## src/rtl/tlight_pkg.sv

```systemverilog
// tlight_pkg: shared state/direction types and lamp codes
// for the two-way traffic-light controller.
package tlight_pkg;

  typedef enum logic [2:0] {
    GREEN,
    YELLOW,
    ALL_RED,
    WALK,
    FLASH
  } state_e;

  typedef enum logic {
    NS,
    WE
  } dir_e;

  // lamp order is {red,yellow,green}
  localparam logic [2:0] RED = 3'b100;
  localparam logic [2:0] YEL = 3'b010;
  localparam logic [2:0] GRN = 3'b001;
  localparam logic [2:0] OFF = 3'b000;

  function automatic dir_e flip(input dir_e d);
    return (d == NS) ? WE : NS;
  endfunction

endpackage

```

## src/rtl/tlight_phase_timer.sv

```systemverilog
// tlight_phase_timer: phase counter; clr zeroes it, otherwise it
// counts up and saturates at lim. at = (cnt == lim).
module tlight_phase_timer #(
  parameter int CNT_W = 8
) (
  input  logic             clock,
  input  logic             reset_n,
  input  logic             clr,
  input  logic [CNT_W-1:0] lim,
  output logic [CNT_W-1:0] cnt,
  output logic             at
);

  assign at = (cnt == lim);

  always_ff @(posedge clock or negedge reset_n) begin
    if (!reset_n) begin
      cnt <= '0;
    end else if (clr) begin
      cnt <= '0;
    end else if (!at) begin
      cnt <= cnt + 1'b1;
    end
  end

endmodule

```

## src/rtl/tlight_ctrl.sv

```systemverilog
// tlight_ctrl: demand-actuated NS/WE sequencer with walk phase
// and night flash. Ports: clock, reset_n, ns_car, we_car,
// ped_req, night_mode in; ns, we, walk, ped_ack, phase out.
module tlight_ctrl
  import tlight_pkg::*;
#(
  parameter int GREEN_MIN  = 16,
  parameter int GREEN_MAX  = 48,
  parameter int YELLOW_T   = 4,
  parameter int ALLRED_T   = 2,
  parameter int WALK_T     = 20,
  parameter int FLASH_HALF = 8,
  parameter int CNT_W      = 8
) (
  input  logic       clock,
  input  logic       reset_n,
  input  logic       ns_car,
  input  logic       we_car,
  input  logic       ped_req,
  input  logic       night_mode,
  output logic [2:0] ns,
  output logic [2:0] we,
  output logic       walk,
  output logic       ped_ack,
  output logic [2:0] phase
);

  localparam logic [CNT_W-1:0] L_GMIN = CNT_W'(GREEN_MIN - 1);
  localparam logic [CNT_W-1:0] L_GMAX = CNT_W'(GREEN_MAX - 1);
  localparam logic [CNT_W-1:0] L_YEL  = CNT_W'(YELLOW_T - 1);
  localparam logic [CNT_W-1:0] L_AR   = CNT_W'(ALLRED_T - 1);
  localparam logic [CNT_W-1:0] L_WALK = CNT_W'(WALK_T - 1);
  localparam logic [CNT_W-1:0] L_FL   = CNT_W'(FLASH_HALF - 1);

  state_e           state, state_nx;
  dir_e             dir, dir_nx;
  logic             ped_pend, pend_nx;
  logic             flash, flash_nx;
  logic [CNT_W-1:0] cnt, lim;
  logic             at, clr, enter;
  logic             own, other, opp;
  logic [2:0]       ns_nx, we_nx;
  logic             walk_nx, ack_nx;

  tlight_phase_timer #(
    .CNT_W (CNT_W)
  ) u_timer (
    .clock   (clock),
    .reset_n (reset_n),
    .clr     (clr),
    .lim     (lim),
    .cnt     (cnt),
    .at      (at)
  );

  assign own   = (dir == NS) ? ns_car : we_car;
  assign other = (dir == NS) ? we_car : ns_car;
  assign opp   = other | ped_pend | night_mode;
  assign phase = state;

  // GREEN's limit doubles as both max-out and the saturation point
  always_comb begin
    lim = L_AR;
    unique case (state)
      GREEN:   lim = L_GMAX;
      YELLOW:  lim = L_YEL;
      ALL_RED: lim = L_AR;
      WALK:    lim = L_WALK;
      FLASH:   lim = L_FL;
      default: lim = L_AR;
    endcase
  end

  always_comb begin
    state_nx = state;
    dir_nx   = dir;
    flash_nx = flash;
    unique case (state)
      GREEN: begin
        if (opp && cnt >= L_GMIN && (!own || at))
          state_nx = YELLOW;
      end
      YELLOW: begin
        if (at) begin
          state_nx = ALL_RED;
          dir_nx   = flip(dir);
        end
      end
      ALL_RED: begin
        if (at) begin
          if (night_mode) begin
            state_nx = FLASH;
            flash_nx = 1'b1;
          end else if (ped_pend) begin
            state_nx = WALK;
          end else begin
            state_nx = GREEN;
          end
        end
      end
      WALK: begin
        if (at) state_nx = ALL_RED;
      end
      FLASH: begin
        if (!night_mode) begin
          state_nx = ALL_RED;
          dir_nx   = NS;
        end else if (at) begin
          flash_nx = ~flash;
        end
      end
      default: state_nx = ALL_RED;
    endcase

    enter = (state_nx != state);
    // FLASH reuses the timer as a free-running half-period divider
    clr   = enter | ((state == FLASH) & at);

    pend_nx = ped_pend | (ped_req & (state != FLASH));
    if (enter && (state_nx == WALK || state_nx == FLASH))
      pend_nx = 1'b0;

    ns_nx = RED;
    we_nx = RED;
    unique case (state_nx)
      GREEN: begin
        if (dir_nx == NS) ns_nx = GRN;
        else              we_nx = GRN;
      end
      YELLOW: begin
        if (dir_nx == NS) ns_nx = YEL;
        else              we_nx = YEL;
      end
      FLASH: begin
        ns_nx = flash_nx ? YEL : OFF;
        we_nx = flash_nx ? YEL : OFF;
      end
      default: begin
        ns_nx = RED;
        we_nx = RED;
      end
    endcase

    walk_nx = (state_nx == WALK);
    ack_nx  = enter & (state_nx == WALK);
  end

  always_ff @(posedge clock or negedge reset_n) begin
    if (!reset_n) begin
      state    <= ALL_RED;
      dir      <= NS;
      ped_pend <= 1'b0;
      flash    <= 1'b0;
      ns       <= RED;
      we       <= RED;
      walk     <= 1'b0;
      ped_ack  <= 1'b0;
    end else begin
      state    <= state_nx;
      dir      <= dir_nx;
      ped_pend <= pend_nx;
      flash    <= flash_nx;
      ns       <= ns_nx;
      we       <= we_nx;
      walk     <= walk_nx;
      ped_ack  <= ack_nx;
    end
  end

endmodule

```

## config.mk

```make
export PLATFORM = sky130hd
export DESIGN_NAME = tlight_ctrl
export DESIGN_NICKNAME = d
export VERILOG_FILES = /design/src/rtl/tlight_pkg.sv /design/src/rtl/tlight_phase_timer.sv /design/src/rtl/tlight_ctrl.sv
export SDC_FILE = /design/constraint.sdc
export NUM_CORES = 1
export LEC_CHECK = 0
export CAP_MARGIN = 5
export CORE_UTILIZATION = 49
export DETAILED_ROUTE_END_ITERATION = 10
export GPL_TIMING_DRIVEN = 0
export PLACE_DENSITY = 0.83
export SYNTH_ARGS = -nofsm -noshare
export SYNTH_HDL_FRONTEND = slang
export SYNTH_SLANG_ARGS = --single-unit
export TNS_END_PERCENT = 10
```

## constraint.sdc

```tcl
create_clock -name clock -period 2.1 [get_ports clock]
set_input_delay 0.315 -clock clock [delete_from_list [all_inputs] [get_ports clock]]
set_output_delay 0.315 -clock clock [all_outputs]
set_load 0.02 [all_outputs]
```

==> results.ini, run 1 <==
[run_status]
status=finished, violations left
violations=setup timing

[placement]
place_area_mm2=0.00156
portBuffers=16
dp_hpwl_um=2240
gp_congestion=0.904

[clocking]
clk_pin_slew_ns=0.13
cts_hold_buf=0
cts.sinks=22
clock-root-buffer=clkbuf_4
cts_tree=done
clk_latency_ns=0.31
h-tree-depth=1
numCtsBuffers=3
cts_max_path_buffers=2

[sta]
setup_slack_ns=-0.195
finalSetupViolations=19
final_max_slew_viol_count=0
rsz0062_at_grt=yes
fmax_mhz=436
period_needed_ns=2.29
hold_viol_final=0
timing_worst_slew_pin_value_ns=0.989
finClkSkew_ns=0.00441
slew_headroom_pct=33.8
timing.final.crit_share_pct=109

[yosys]
synth_enable_flop_cells=0
netlist_area_mm2=0.00133
synthCells=150
synth-main-ff-cell=dfrtp_1
synthArstFlopShare_pct=100
syn-num-nets=157
yosys_warnings=0
ys_types=47
ys_ff_latch=22
synth_area_per_cell_um2=8.86
seq_area_frac_synth_pct=41.7

[power_and_ir_drop]
p_sw_mw=1.61
internal_power_mw=1.73
p_seq_share_pct=23.3
power_mw=3.34
p_per_area_mw_per_mm2=1790
p_comb_share_pct=69.6
sw_frac_of_total_pct=48.3
ir_drop_v=0.00115
power_leakage_nw=0.762
clkPwrFrac_pct=7.2

[routing]
drtPass1Iterations=4
drc_errors=0
drt_iter0_markers=69
via_per_inst=6.47
ant_nets=0
dr_total_vias=1410
wl_um=4130
wl_per_cell_um=19.0

[floorplanning]
io_pins=17
die_x_um=54.1
die_y_um=54.1
start_util_pct=52.7
rows=18
die_area_mm2=0.00292
core_area_mm2=0.00252

[critical_path]
critPathKind=reg -> reg
crit_arrival_ns=2.49
crit_start=phase[1]
r2r-start=phase[1]
cp.required_ns=2.30
setup.worst_path.end=we[1]
crit_path_end_kind=register
ff2ff_path_depth=9
rr_endpoint=we[1]
cp_max_fo=6
r2r_setup_slack_ns=-0.19
start_kind=register

[global_routing]
antenna_found_initial=0
grt_max_degree=23
grt_pass1_wl_um=6020
overflow=0
grt_pass1_vias=1257
grt_usage_pct=29.1

[finish]
stdcell_area_mm2=0.00187
drive_above_1_share_pct=33.5
mostFrequentLayoutCell=nor2_1
nets=196
layout_common_cells=19 x nor2_1, 18 x buf_4, 17 x dfrtp_1, 16 x clkdlybuf4s50_1, 8 x nand2_1
area_growth_pct=40.4
num_antenna_cells=0
n_fill_cell=162

[min_path]
hp-class=in -> async

[flow_run]
maxCapViolations=0

==> worst min path at each step <==
| stage | start | end | slack [ns] | cells after the start |
|---|---|---|---|---|
| finish | reset_n | ped_ack | 0.53 | 1 |
| global route | ped_req | ped_pend | 0.60 | 3 |
| CTS | reset_n | ped_ack | 0.57 | 1 |
| detailed placement | u_timer.cnt[7] | u_timer.cnt[7] | 0.54 | 2 |
| global placement | u_timer.cnt[7] | u_timer.cnt[7] | 0.53 | 2 |
| floorplan | reset_n | dir | 0.02 | 0 |
==> synthesized netlist by cell type (3+ instances only) <==
cell type / number / area (µm²)
nor2b_1: 4 / 25.0
o2111ai_1: 3 / 26.3
a21oi_1: 8 / 40.0
nand2_1: 9 / 33.8
xnor2_1: 3 / 26.3
dfrtp_1: 19 / 475
dfstp_2: 3 / 78.8
xor2_1: 4 / 35.0
nand3_1: 4 / 20.0
nand2b_1: 4 / 25.0
o21ai_0: 10 / 50.1
inv_1: 5 / 18.8
nor2_1: 21 / 78.8
clkbuf_1: 4 / 15.0
nor3_1: 7 / 35.0
==> critical path, cell delays in order (launching register included) <==
cell      delay (ns)
dfstp_2         0.63
buf_6           0.15
nand3b_1        0.13
xor2_2          0.20
nand2_2         0.13
buf_6           0.15
nor3_2          0.05
or4b_4          0.57
inv_4           0.10
o31ai_2         0.07
==> per-layer routing <==
| layer | track usage [%] | up-vias | routed length [µm] |
|---|---|---|---|
| met5 | 0 | - | 0 |
| met2 | 44.0 | 86 | 1960 |
| li1 | - | 618 | - |
| met1 | 40.1 | 680 | 1670 |
| met4 | 13.2 | 0 | 131 |
| met3 | 5.37 | 26 | 373 |
==> cells by family (layout without fill, tap and decap cells) <==
| group | count (synthesis) | after routing | synth area share (%) |
|---|---|---|---|
| adder cells (fa/ha/maj) | 1 | 1 | 0.941 |
| AND/OR/NAND/NOR | 67 | 67 | 27.0 |
| AO/OA/AOI/OAI | 38 | 38 | 19.8 |
| XOR/XNOR | 7 | 7 | 4.61 |
| flip-flops | 22 | 22 | 41.7 |
| buffers and inverters | 13 | 51 | 4.43 |
| multiplexers | 2 | 2 | 1.51 |
==> state kept, by name (all words and copies together), names as in the netlist <==
register,count
dir,1
flash,1
ns,3
ped_ack,1
ped_pend,1
phase,3
u_timer.cnt,8
walk,1
we,3
==> metrics by stage <==
step | utilization [%] | worst slack [ns] | setup TNS, ns | hold slack (ns) | instances
6_report | 74.0 | -0.195 | -1.83 | 0.532 | 218
2_1_floorplan | - | -0.00199 | -0.00398 | 0.0194 | 150
4_1_cts | 70.3 | -0.0467 | -0.177 | 0.569 | 215
5_1_grt | 74.0 | -0.225 | -3.31 | 0.604 | 218
3_5_place_dp | 61.9 | -0.266 | -2.29 | 0.538 | 196
3_3_place_gp | 61.9 | -0.255 | -2.00 | 0.529 | 196
==> cell type report <==
cell class | count | area [µm²] | share of cell area [%]
Tap cell | 30 | 37.5 | 2.01
Clock buffer | 4 | 36.3 | 1.95
Multi-Input combinational cell | 115 | 853 | 45.7
Sequential cell | 22 | 557 | 29.8
Inverter | 6 | 25.0 | 1.34
Timing Repair Buffer | 35 | 300 | 16.1
Buffer | 6 | 56.3 | 3.02
==> power by group through the flow <==
stage	clock [mW]	sequential (mW)	combinational [mW]
after floorplan	0	0.802	1.12
after global placement	0	0.755	1.54
after detailed placement	0	0.768	1.58
after CTS	0.242	0.760	1.96
after global routing	0.262	0.798	2.46
final	0.239	0.779	2.33
==> timing repair <==
action / CTS / global route
cloned: 1 / 0
buffers inserted: 14 / 4
pin swaps: 8 / 7
endpoints found under the setup margin: 16 / 22
resized for setup: 23 / 17
Power figures use the tool's default switching activity.
==> inputs of run 2 (changes only) <==
RECOVER_POWER = 100   (was unset)
==> results.ini, run 2 (synthesis gave the netlist of run 1 again) <==
[run_status]
status=finished, violations left  ; unchanged
violations=setup timing  ; unchanged

[critical_path]
start_kind=register  ; unchanged
r2r-start=phase[1]  ; unchanged
ff2ff_path_depth=9  ; unchanged
crit_chain=buf_6 > nand3b_1 > xor2_2 > nand2_2 > buf_6 > nor3_2 > or4b_4 > inv_4 > o31ai_2  ; unchanged
r2r_setup_slack_ns=-0.19  ; about the same
crit_path_max_incr_delay_ns=0.63  ; about the same
critPathKind=reg -> reg  ; unchanged
cp.required_ns=2.30  ; about the same
cpMostUsedCell=buf_6  ; unchanged
rr_endpoint=we[1]  ; unchanged
crit_path_end_kind=register  ; unchanged
cp_top_family=simple AND/OR/NAND/NOR gates  ; unchanged
critPathSlowestCell=dfstp_2  ; unchanged
path_buf_inv=3  ; unchanged
crit_arrival_ns=2.49  ; about the same
cp_max_fo=6  ; unchanged

[floorplanning]
io_pins=17  ; unchanged
die_y_um=54.1  ; unchanged
start_util_pct=52.7  ; unchanged
rows=18  ; unchanged
die_x_um=54.1  ; unchanged
core_area_mm2=0.00252  ; unchanged
die_area_mm2=0.00292  ; unchanged

[global_routing]
overflow=0  ; unchanged
grt_usage_pct=29.1  ; unchanged
antenna_found_initial=0  ; unchanged
grt_max_degree=23  ; unchanged
grt_pass1_vias=1257  ; unchanged
grt_pass1_wl_um=6020  ; unchanged

[finish]
num_antenna_cells=0  ; unchanged
mostFrequentLayoutCell=nor2_1  ; unchanged
n_fill_cell=162  ; unchanged
regMostFlops=u_timer.cnt  ; unchanged
finish.utilization_pct=74.0  ; unchanged
layout_common_cells=19 x nor2_1, 18 x buf_4, 17 x dfrtp_1  ; was 19 x nor2_1, 18 x buf_4, 17 x dfrtp_1, 16 x clkdlybuf4s50_1, 8 x nand2_1
area_growth_pct=40.4  ; unchanged
largest_reg_flops=8  ; unchanged
drive_above_1_share_pct=33.5  ; unchanged
nets=196  ; unchanged
stdcell_area_mm2=0.00187  ; unchanged
fin_cells=218  ; unchanged

[placement]
place_area_mm2=0.00156  ; unchanged
dp_cells=196  ; unchanged
gp_congestion=0.904  ; unchanged
dp_hpwl_um=2240  ; unchanged
post-place-ws_ns=-0.266  ; unchanged
portBuffers=16  ; unchanged

[sta]
finalSetupViolations=19  ; unchanged
timing.final.crit_share_pct=109  ; about the same
hold_ws_ns=0.589  ; was 0.532 ns
period_needed_ns=2.29  ; about the same
fmax_mhz=436  ; about the same
finClkSkew_ns=0.00309  ; was 0.00441 ns
setup_slack_ns=-0.194  ; was -0.195 ns
rsz0062_at_grt=yes  ; unchanged
slew_headroom_pct=33.3  ; was 33.8%
hold_viol_final=0  ; unchanged
timing_worst_slew_pin_value_ns=0.997  ; was 0.989 ns
final_max_slew_viol_count=0  ; unchanged

[power_and_ir_drop]
power_leakage_nw=0.777  ; was 0.762 nW
ir_drop_v=0.00114  ; was 0.00115 V
p_per_area_mw_per_mm2=1780  ; was 1790 mW/mm²

[routing]
dr_total_vias=1412  ; was 1410
ant_nets=0  ; unchanged
wl_um=4130  ; unchanged
via_per_inst=6.48  ; was 6.47
wl_per_cell_um=19.0  ; unchanged
drc_errors=0  ; unchanged
drtPass1Iterations=4  ; unchanged
drt_iter0_markers=69  ; unchanged

[min_path]
hp-class=reg -> reg  ; was in -> async
hold_depth=2
hp-start=u_timer.cnt[6]
min_to=u_timer.cnt[6]

[clocking]
clock-root-buffer=clkbuf_4  ; unchanged
numCtsBuffers=3  ; unchanged
cts.sinks=22  ; unchanged
clk_latency_ns=0.31  ; about the same
cts_tree=done  ; unchanged
clk_pin_slew_ns=0.13  ; about the same
cts_hold_buf=0  ; unchanged
cts_max_path_buffers=2  ; unchanged
h-tree-depth=1  ; unchanged

[flow_run]
maxCapViolations=0  ; unchanged

-- run 2: how the worst max path moves through the flow --
stage / end / cells after the start / start
floorplan: ns[2] / 8 / phase[1]
detailed placement: u_timer.cnt[5] / 8 / phase[1]
CTS: we[1] / 8 / phase[1]
finish: we[1] / 9 / phase[1]
global route: we[1] / 9 / phase[1]
global placement: u_timer.cnt[3] / 8 / phase[1]
-- run 2: layer usage --
layer	GRT usage, %	share of wire [%]	vias to the layer above	routed length, µm
met3	5.37	9.1	27	374
met4	13.2	3.1	0	130
li1	-	-	619	-
met1	40.1	40	674	1670
met5	0	0	-	0
met2	44.0	47	92	1960
-- run 2: final cells by class --
class                   instances  area (µm²)  area share (%)
repair buffers                 35         300            16.1
well taps                      30        37.5            2.01
plain buffers                   6        56.3            3.02
clock buffers                   4        36.3            1.95
multi-input cells             115         853            45.7
inverters                       6        25.0            1.34
flip-flops and latches         22         557            29.8
-- run 2: power by group --
group / internal [mW] / total, mW / switching (mW)
logic: 1.01 / 2.31 / 1.30
registers: 0.594 / 0.776 / 0.182
clock network: 0.106 / 0.240 / 0.134
total: 1.71 / 3.33 / 1.62
-- run 2: through the flow --
| step | power, mW | TNS, ns |
|---|---|---|
| 6_report | 3.33 | -1.87 |
| 3_5_place_dp | 2.35 | -2.29 |
| 5_1_grt | 3.50 | -3.31 |
| 4_1_cts | 2.96 | -0.177 |
| 3_3_place_gp | 2.30 | -2.00 |
| 2_1_floorplan | 1.92 | -0.00398 |
-- run 2: timing repair --
action / CTS / global route
pin swaps: 8 / 7
setup endpoints to repair: 16 / 22
buffers inserted: 14 / 4
resized for setup: 23 / 17
gates cloned: 1 / 0
-- run 2: worst min-delay path, cell delays in order (launching register included) --
cell,delay [ns]
dfrtp_1,0.41
xnor2_1,0.13
nor2_1,0.04
